===== src/rtl/fetch_stage_pkg.sv =====
`default_nettype none
// fetch_stage_pkg -- shared opcode constants, NOP encoding, fetch FSM states, default widths.
// Revision: 1.0
package fetch_stage_pkg;

  localparam int DEF_PC_W    = 32;
  localparam int DEF_IMEM_AW = 12;

  localparam logic [4:0] OP_ALU  = 5'b00000;
  localparam logic [4:0] OP_ADDI = 5'b00101;
  localparam logic [4:0] OP_SW   = 5'b00111;
  localparam logic [4:0] OP_LW   = 5'b01000;

  localparam logic [31:0] NOP_INSN = 32'h0000_0000;

  typedef enum logic [0:0] {
    ST_BOOT = 1'b0,
    ST_RUN  = 1'b1
  } fetch_state_e;

endpackage
`default_nettype wire


===== src/rtl/fetch_stage_pc_next_sel.sv =====
`default_nettype none
// fetch_stage_pc_next_sel -- next-PC priority mux: redirect > (stall | boot hold) > increment.
// Revision: 1.0
module fetch_stage_pc_next_sel
  import fetch_stage_pkg::*;
#(
  parameter int PC_W = DEF_PC_W
) (
  input  logic [PC_W-1:0] pc_f_i,
  input  logic            redirect_i,
  input  logic [PC_W-1:0] target_i,
  input  logic            stall_i,
  input  logic            boot_i,
  output logic [PC_W-1:0] pc_next_o
);

  always_comb begin
    pc_next_o = pc_f_i + PC_W'(1);
    if (redirect_i) begin
      pc_next_o = target_i;
    end else if (stall_i || boot_i) begin
      pc_next_o = pc_f_i;
    end
  end

endmodule
`default_nettype wire


===== src/rtl/fetch_stage.sv =====
`default_nettype none
// fetch_stage -- owns the PC, drives the synchronous instruction memory, holds the IF/ID register.
// Revision: 1.0
module fetch_stage
  import fetch_stage_pkg::*;
#(
  parameter int              PC_W     = DEF_PC_W,
  parameter int              IMEM_AW  = DEF_IMEM_AW,
  parameter logic [PC_W-1:0] RESET_PC = '0,
  parameter int              CNT_W    = 32
) (
  input  logic               clock,
  input  logic               reset_n,
  output logic [IMEM_AW-1:0] imem_addr,
  input  logic [31:0]        imem_q,
  input  logic               stall,
  input  logic               redirect,
  input  logic [PC_W-1:0]    redirect_target,
  output logic               ifid_valid,
  output logic [PC_W-1:0]    ifid_pc,
  output logic [31:0]        ifid_insn,
  output logic [4:0]         ifid_opcode,
  output logic [CNT_W-1:0]   fetch_count
);

  fetch_state_e      state_q, state_d;
  logic [PC_W-1:0]   pc_f_q;
  logic [PC_W-1:0]   pc_next;
  logic              valid_q, valid_d;
  logic [PC_W-1:0]   ifid_pc_q, ifid_pc_d;
  logic [31:0]       insn_q, insn_d;
  logic [CNT_W-1:0]  cnt_q, cnt_d;

  fetch_stage_pc_next_sel #(
    .PC_W (PC_W)
  ) u_pc_next_sel (
    .pc_f_i     (pc_f_q),
    .redirect_i (redirect),
    .target_i   (redirect_target),
    .stall_i    (stall),
    .boot_i     (state_q == ST_BOOT),
    .pc_next_o  (pc_next)
  );

  // The memory re-reads pc_f while stalled because pc_next holds it.
  assign imem_addr = pc_next[IMEM_AW-1:0];

  always_ff @(posedge clock or negedge reset_n) begin
    if (!reset_n) begin
      state_q   <= ST_BOOT;
      pc_f_q    <= RESET_PC;
      valid_q   <= 1'b0;
      ifid_pc_q <= '0;
      insn_q    <= NOP_INSN;
      cnt_q     <= '0;
    end else begin
      state_q   <= state_d;
      pc_f_q    <= pc_next;
      valid_q   <= valid_d;
      ifid_pc_q <= ifid_pc_d;
      insn_q    <= insn_d;
      cnt_q     <= cnt_d;
    end
  end

  always_comb begin
    state_d   = ST_RUN;
    valid_d   = valid_q;
    ifid_pc_d = ifid_pc_q;
    insn_d    = insn_q;
    cnt_d     = cnt_q;
    if (state_q == ST_RUN) begin
      if (redirect) begin
        valid_d   = 1'b0;
        ifid_pc_d = '0;
        insn_d    = NOP_INSN;
      end else if (!stall) begin
        valid_d   = 1'b1;
        ifid_pc_d = pc_f_q;
        insn_d    = imem_q;
        cnt_d     = cnt_q + CNT_W'(1);
      end
    end
  end

  assign ifid_valid  = valid_q;
  assign ifid_pc     = ifid_pc_q;
  assign ifid_insn   = insn_q;
  assign ifid_opcode = insn_q[31:27];
  assign fetch_count = cnt_q;

endmodule
`default_nettype wire


===== config.mk =====
export PLATFORM = sky130hd
export DESIGN_NAME = fetch_stage
export DESIGN_NICKNAME = d
export VERILOG_FILES = /design/src/rtl/fetch_stage_pkg.sv /design/src/rtl/fetch_stage_pc_next_sel.sv /design/src/rtl/fetch_stage.sv
export SDC_FILE = /design/constraint.sdc
export NUM_CORES = 1
export LEC_CHECK = 0
export CAP_MARGIN = 40
export CELL_PAD_IN_SITES_DETAIL_PLACEMENT = 0
export CELL_PAD_IN_SITES_GLOBAL_PLACEMENT = 1
export CORE_MARGIN = 4
export CORE_UTILIZATION = 36
export DETAILED_ROUTE_END_ITERATION = 8
export MAX_ROUTING_LAYER = met4
export PLACE_DENSITY_LB_ADDON = 0.1
export SYNTH_ARGS = -nofsm -noshare
export SYNTH_HDL_FRONTEND = slang
export SYNTH_SLANG_ARGS = --single-unit

===== constraint.sdc =====
create_clock -name clock -period 2.7 [get_ports clock]
set_input_delay 0.54 -clock clock [delete_from_list [all_inputs] [get_ports clock]]
set_output_delay 0.54 -clock clock [all_outputs]
set_load 0.005 [all_outputs]

; Word-level counts from Yosys, hierarchy flattened
; Index checks and enable logic that the tools add are counted.
[word_totals]
in_bits = 68
regBits = 130
output_inout_bits = 114
[classes]
reduce_logical = 3
mux = 8
add_sub_neg = 2
bitwise_logic = 3
eq_ne = 2
[ops]
columns = op, count
row1 = 32-bit two-way mux, 6
row2 = "32-bit by 1-bit adder with 32-bit output, second input constant", 2
row3 = 1-bit NOT, 3
row4 = 3-bit AND reduction, 1
row5 = 1-bit two-way mux, 2
row6 = "2-bit by 1-bit != test with 1-bit output, second input constant", 1
row7 = "2-bit != test, second input constant", 1
row8 = 2-bit AND reduction, 1
row9 = 1-bit logical OR, 1

; Longest topological paths before layout
; Gate-level depths: netlist of the first run.
[depth]
depth_word = 4
depth_mapped = 7

; Modules after synthesis
; A second synthesis of the first run with hierarchy kept.
[hier_totals]
cells_unflattened = 500
area_unflattened_um2 = 5677.9
[by_module_without_submodules]
columns = module, area_per_inst_um2, n_inst, cells_each, seq_area_each_um2
row1 = fetch_stage, 4657.0, 1, 323, 3253.1
row2 = fetch_stage_pc_next_sel, 1021.0, 1, 177, 0.0

; Worst setup path after synthesis of the first run
; Ideal clock, no wire load.
[synth_path]
path_type = input port to output port
start = input stall
end = output imem_addr[4]
path_stages = 6
path_slack_ps = 471
t_arrival_ps = 1689
required_ps = 2160
path_cell_list = nand3b_1 -> or2_2 -> buf_2 -> xor2_1 -> o21ai_0 -> buf_4
[synth_via]
elab_chain_len = 3
[synth_rtl]
columns = element, line
row1 = from (decl), fetch_stage.sv:16  ; input logic stall,
row2 = 1-bit logical OR, fetch_stage_pc_next_sel.sv:21  ; end else if (stall_i || boot_i) begin
row3 = 32-bit two-way mux, fetch_stage_pc_next_sel.sv:21
row4 = 32-bit two-way mux, fetch_stage_pc_next_sel.sv:19  ; if (redirect_i) begin
row5 = to (decl), fetch_stage.sv:14  ; output logic [IMEM_AW-1:0] imem_addr,
; No other way between the ends. The select of a mux whose other input is x is not followed.

; Final worst setup path of the first run
[layout_path]
start = input stall
end = output imem_addr[2]
; The elaborated chain is that of the path after synthesis.

==> results.sh, run 1 <==
export IMPL_path_cells="clkdlybuf4s50_1 > nand3b_1 > buf_4 > buf_4 > xor2_1 > o21ai_1 > dlygate4sd2_1"
export IMPL_synth_most_common_cell="dfrtp_1"
export IMPL_p_sw_share_pct=24.91
export IMPL_ant_nets=0
export IMPL_post_dp_hpwl_um=11910
export IMPL_clkPwrFrac_pct=41.8
export IMPL_ir_worst_vdd_uv=467.5
export IMPL_ys_types=50
export IMPL_async_reset_ff_share_pct=100.0
export IMPL_root_buffer="clkbuf_16"
export IMPL_place_congestion=0.8168
export IMPL_io_pins=182
export IMPL_initial_core_util_pct=36.95
export IMPL_p_per_area_mw_per_mm2=616.7
export IMPL_cp_slowest_stage_delay_ps=440
export IMPL_yosysTopAreaCellShare_pct=55.03
export IMPL_yosys_warnings=0
export IMPL_dp_slack_ps=-347.4
export IMPL_period_share_pct=96.82
export IMPL_status="finished, final reports clean"
export IMPL_path_max_fanout=3
export IMPL_dieArea_sq_mm=0.01854
export IMPL_area_delta_synth_final_pct=46.22
export IMPL_synth_seq_cells=130
export IMPL_final_util_pct=54.03
export IMPL_grt_pass1_vias=5076
export IMPL_synth_area_per_cell_sq_um=11.03
export IMPL_synth_area_sq_mm=0.005912
export IMPL_synth_common_cells="130 x dfrtp_1, 65 x a22o_1, 33 x nand2_1, 26 x nand3_1, 26 x xor2_1"
export IMPL_synth_edf_count=0
export IMPL_critPathKind="primary input to output pin"
export IMPL_power_frac_comb_pct=15.5
export IMPL_wl_per_cell_um=17.73
export IMPL_arrival_ps=2070
export IMPL_switchingPower_mw=1.328
export IMPL_worstMarginPinSlew_ps=599.1
export IMPL_chipWidth_um=136.2
export IMPL_yosysSeqAreaShare_pct=55.03
export IMPL_die_h_um=136.2
export IMPL_setup_viol_count_final=0
export IMPL_p_int_mw=4.003
export IMPL_grt_pass1_wl_um=26920
export IMPL_synth_area_leaders="dfrtp_1 55%, a22o_1 9.6%, xor2_1 3.9%, xnor2_1 2.2%, nand3_1 2.2%"
export IMPL_antennaDiodeCount=0
export IMPL_slew_viol_final=0
export IMPL_cts_clk_slew_worst_paths_ps=50
export IMPL_std_cell_rows=46
export IMPL_critPathCaptureType="output pin"
export IMPL_drcViolationCount=0
export IMPL_crit_top_cell="buf_4"
export IMPL_core_area_sq_mm=0.01600
export IMPL_cp_buffers_inverters=4
export IMPL_max_slew_margin_rel_pct=59.75
export IMPL_cts_tree="yes"
export IMPL_fin_nets=790
export IMPL_skew_ps=7.511
export IMPL_cp_required_ps=2160
export IMPL_critPathTopFamily="buffers and inverters"
export IMPL_viasPerCell=5.273
export IMPL_ys_flop_type="dfrtp_1"
export IMPL_setup_slack_ps=85.88
export IMPL_antenna_found_initial=0
export IMPL_hold_violations=0
export IMPL_power_leakage_nw=3.747
export IMPL_period_needed_ps=2614
export IMPL_timing_fmax_mhz=382.5
export IMPL_vias=5004
export IMPL_clock_sinks=130
export IMPL_hold_class="primary input to asynchronous set/reset pin"
export IMPL_drive_above_1_share_pct=12.28
export IMPL_port_buffers=181
export IMPL_yosysTopAreaCell="dfrtp_1"
export IMPL_drtIter0Drc=209
export IMPL_postRouteWirelength_um=16820
export IMPL_grt_max_degree=60
export IMPL_hold_buffers=0
export IMPL_clock_latency_ps=420
export IMPL_cp_slowest_cell="clkdlybuf4s50_1"
export IMPL_seqPwrFrac_pct=42.7
export IMPL_clock_path_buffers=2
export IMPL_drt_pass1_iter_count=4
export IMPL_synth_nets=606
export IMPL_rsz0062_at_grt="false"
export IMPL_grt_overflow_total=0
export IMPL_synthesis_instances=536
export IMPL_cts_made_buffers=17
export IMPL_cp_start_kind="primary input"
export IMPL_htreeDepth=4
export IMPL_cap_violations=0
export IMPL_track_usage_pct=19.07
==> layout make-up <==
| type | instances | area, sq um |
|---|---|---|
| Sequential cell | 130 | 3257 |
| Timing Repair Buffer | 214 | 2088 |
| Inverter | 14 | 52.55 |
| Multi-Input combinational cell | 343 | 2405 |
| Clock buffer | 21 | 460.4 |
| Clock inverter | 11 | 111.4 |
| Fill cell | 1394 | 7356 |
| Tap cell | 216 | 270.3 |
==> cell families (layout without fill, tap and decap cells) <==
logic type	Yosys count	count (layout)	share of synthesized area [%]
other	1	1	0.06343
AOI/OAI and AO/OA	117	117	15.32
muxes	2	2	0.3598
xor gates and xnor gates	41	41	6.074
buffers and inverters	63	260	5.418
and+or+nand+nor	180	180	17.31
adders and majority gates	2	2	0.4232
DFF	130	130	55.03
==> metal layers <==
metal | track usage [%] | vias up | routed length (um)
met5 | - | - | 0
met1 | 24.83 | 2502 | 7559
li1 | - | 2350 | -
met3 | 4.811 | 13 | 940
met4 | 5.543 | 0 | 180
met2 | 29.64 | 139 | 8143
==> sequential cells by signal (all words and copies together), names as in the netlist <==
name,cells
fetch_count,32
state_q,1
ifid_valid,1
ifid_pc,32
ifid_insn,32
pc_f_q,32
==> final timing paths <==
check,from,cells past startpoint,end,slack [ps]
max,stall,7,imem_addr[2],90
min reg2reg,fetch_count[31],1,fetch_count[31],470
max reg2reg,pc_f_q[0],8,pc_f_q[28],580
min in group clock,fetch_count[31],1,fetch_count[31],470
min,reset_n,1,fetch_count[19],10
max in group asynchronous,reset_n,2,pc_f_q[3],1870
==> what timing repair did <==
item	CTS	global route
buffers inserted	2	4
pin swaps	0	6
setup endpoints to repair	12	7
gates resized for setup	34	9
==> metrics by stage <==
stage | std cells | power, mW | TNS (ps) | area [sq um] | hold WS, ps
after floorplan | 536 | 2.597 | 0 | 5912 | 244.4
after global placement | 911 | 3.131 | -3280 | 7999 | 460.2
after detailed placement | 911 | 3.142 | -3329 | 7999 | 462.3
after CTS | 945 | 5.395 | -136.9 | 8626 | 20.28
after global routing | 949 | 5.584 | 0 | 8645 | 26.10
final | 949 | 5.331 | 0 | 8645 | 14.63
==> power by group through the flow <==
| stage | clock network [mW] | logic (mW) | registers (mW) |
|---|---|---|---|
| detailed placement | 0 | 0.835 | 2.31 |
| floorplan | 0 | 0.313 | 2.28 |
| CTS | 2.28 | 0.840 | 2.28 |
| global route | 2.37 | 0.909 | 2.30 |
| global placement | 0 | 0.829 | 2.30 |
| finish | 2.23 | 0.828 | 2.28 |
==> cell usage in the layout (no fill, tap or decap), drive strengths merged, types with 15 or more instances in the layout <==
master         instances
o21ai                 16
a22o                  65
nand3                 27
nor3                  15
a31oi                 15
clkdlybuf4s50        168
xnor2                 15
dfrtp                130
buf                   34
clkbuf                25
xor2                  26
nand4                 17
nand2                 33
nor2                  25
Power figures use the tool's default switching activity.
==> run 2: changes to the inputs <==
--- a/config.mk
+++ b/config.mk
@@ -13,6 +13,7 @@
 export DETAILED_ROUTE_END_ITERATION = 8
 export MAX_ROUTING_LAYER = met4
 export PLACE_DENSITY_LB_ADDON = 0.1
+export REMOVE_ABC_BUFFERS = 1
 export SYNTH_ARGS = -nofsm -noshare
 export SYNTH_HDL_FRONTEND = slang
 export SYNTH_SLANG_ARGS = --single-unit
==> run 2 against run 1 <==
Cell count increased by 0.11%. First-iteration DRC count increased by 12%. Routed wire length increased by 3.2%. Cell area increased by 1.4%. Critical path type is now flip-flop to output pin. Critical endpoint is now imem_addr[4].
==> results.sh, run 2 (synthesis results as in run 1) <==
export IMPL_worstMarginPinSlew_ps=628.2
export IMPL_antennaDiodeCount=0
export IMPL_core_area_sq_mm=0.01600
export IMPL_setup_slack_ps=145.4
export IMPL_drt_pass1_iter_count=4
export IMPL_mostFrequentLayoutCells="167 x clkdlybuf4s50_1, 129 x dfrtp_1, 65 x a22o_1"
export IMPL_port_buffers=181
export IMPL_placed_area_sq_mm=0.008004
export IMPL_period_share_pct=94.62
export IMPL_htreeDepth=4
export IMPL_postRouteWirelength_um=17350
export IMPL_ir_worst_vdd_uv=441.7
export IMPL_switchingPower_mw=1.349
export IMPL_p_per_area_mw_per_mm2=653.0
export IMPL_path_max_fanout=3
export IMPL_p_int_mw=4.374
export IMPL_grt_pass1_wl_um=27880
export IMPL_cp_required_ps=2160
export IMPL_wl_per_cell_um=18.27
export IMPL_period_needed_ps=2555
export IMPL_dp_slack_ps=-361.9
export IMPL_rsz0062_at_grt="false"
export IMPL_power_leakage_nw=3.799
export IMPL_seqPwrFrac_pct=39.8
export IMPL_dieArea_sq_mm=0.01854
export IMPL_status="finished, final reports clean"
export IMPL_r2r_end="fetch_count[31]"
export IMPL_chipWidth_um=136.2
export IMPL_finalPower_mw=5.724
export IMPL_critPathKind="flip-flop to output pin"
export IMPL_cts_tree="yes"
export IMPL_r2r_slack_ps=550
export IMPL_drtIter0Drc=234
export IMPL_met1_usage_pct=24.87
export IMPL_clock_latency_ps=420
export IMPL_grt_overflow_total=0
export IMPL_cp_start_kind="flip-flop"
export IMPL_power_frac_comb_pct=14.7
export IMPL_cts_clk_slew_worst_paths_ps=50
export IMPL_final_common_cell="clkdlybuf4s50_1"
export IMPL_place_inst=910
export IMPL_timing_fmax_mhz=391.4
export IMPL_drive_above_1_share_pct=11.85
export IMPL_clock_path_buffers=2
export IMPL_setup_viol_count_final=0
export IMPL_final_area_sq_mm=0.008765
export IMPL_grt_pass1_vias=5119
export IMPL_viasPerCell=5.300
export IMPL_met3_usage_pct=5.811
export IMPL_grt_max_degree=55
export IMPL_track_usage_pct=19.70
export IMPL_hold_class="primary input to asynchronous set/reset pin"
export IMPL_arrival_ps=2010
export IMPL_reg2reg_depth=4
export IMPL_fin_nets=791
export IMPL_critPathLaunch="pc_f_q[0]"
export IMPL_vias=5035
export IMPL_skew_ps=7.616
export IMPL_place_congestion=0.8308
export IMPL_antenna_found_initial=0
export IMPL_ant_nets=0
export IMPL_std_cell_rows=46
export IMPL_clkPwrFrac_pct=45.5
export IMPL_p_sw_share_pct=23.57
export IMPL_top_usage_layer="met2"
export IMPL_drcViolationCount=0
export IMPL_r2r_start="fetch_count[4]"
export IMPL_post_dp_hpwl_um=12180
export IMPL_stdcell_count=950
export IMPL_grt_util_met2_pct=31.15
export IMPL_hold_violations=0
export IMPL_slew_viol_final=0
export IMPL_root_buffer="clkbuf_16"
export IMPL_clock_sinks=130
export IMPL_initial_core_util_pct=36.95
export IMPL_critPathCaptureType="output pin"
export IMPL_final_util_pct=54.78
export IMPL_cts_made_buffers=17
export IMPL_fill_cells=1446
export IMPL_cap_violations=0
export IMPL_die_h_um=136.2
export IMPL_max_slew_margin_rel_pct=57.80
export IMPL_io_pins=182
export IMPL_area_delta_synth_final_pct=48.25
==> run 2: timing repair <==
action                     CTS  global route
setup endpoints to repair   12             7
gates cloned                 0             0
pin swaps                    7             3
buffers inserted             7             1
hold buffers                 0             0
gates resized for setup     34             7
==> run 2: metrics by stage <==
stage                     setup TNS [ps]  hold slack, ps
after floorplan                   -34860           244.4
after global placement             -3112           457.4
after detailed placement           -3411           468.0
after CTS                         -60.72           81.26
after global routing                   0           97.21
final                                  0           78.52
==> run 2: worst max-delay path: stages, from the launching register on <==
cell,delay (ps)
dfrtp_1,350
ha_1,190
nand3b_1,130
buf_6,160
or2_2,290
xor2_1,150
o21ai_1,180
buf_2,150
==> run 2: power groups by stage <==
stage | logic (mW) | clock network [mW] | registers, mW
detailed placement | 0.832 | 0 | 2.31
finish | 0.841 | 2.60 | 2.28
global placement | 0.829 | 0 | 2.31
floorplan | 0.264 | 0 | 2.29
CTS | 0.850 | 2.65 | 2.28
global route | 0.916 | 2.76 | 2.31
==> run 2: metal layers <==
layer  up-vias  wire [um]
met5         -          0
met4         0        230
met3        17       1097
met2       168       8298
met1      2497       7727
li1       2353          -
==> run 2: final cells by class <==
class	count	area, sq um	area share (%)
clock buffer	23	498.0	5.682
clock inverter	9	173.9	1.984
inverter	14	52.55	0.5996
multi-input combinational	343	2400	27.38
sequential	130	3254	37.13
tap	216	270.3	3.084
timing repair buffer	215	2116	24.14
==> run 2: how the worst max path moves through the flow <==
stage                          end  slack (ps)  cells past startpoint
finish                imem_addr[4]         150                      7
CTS                   imem_addr[4]         -60                      7
global placement      imem_addr[8]        -330                      7
global route         imem_addr[11]           4                      6
floorplan           fetch_count[1]        -720                      3
detailed placement    imem_addr[5]        -360                      8
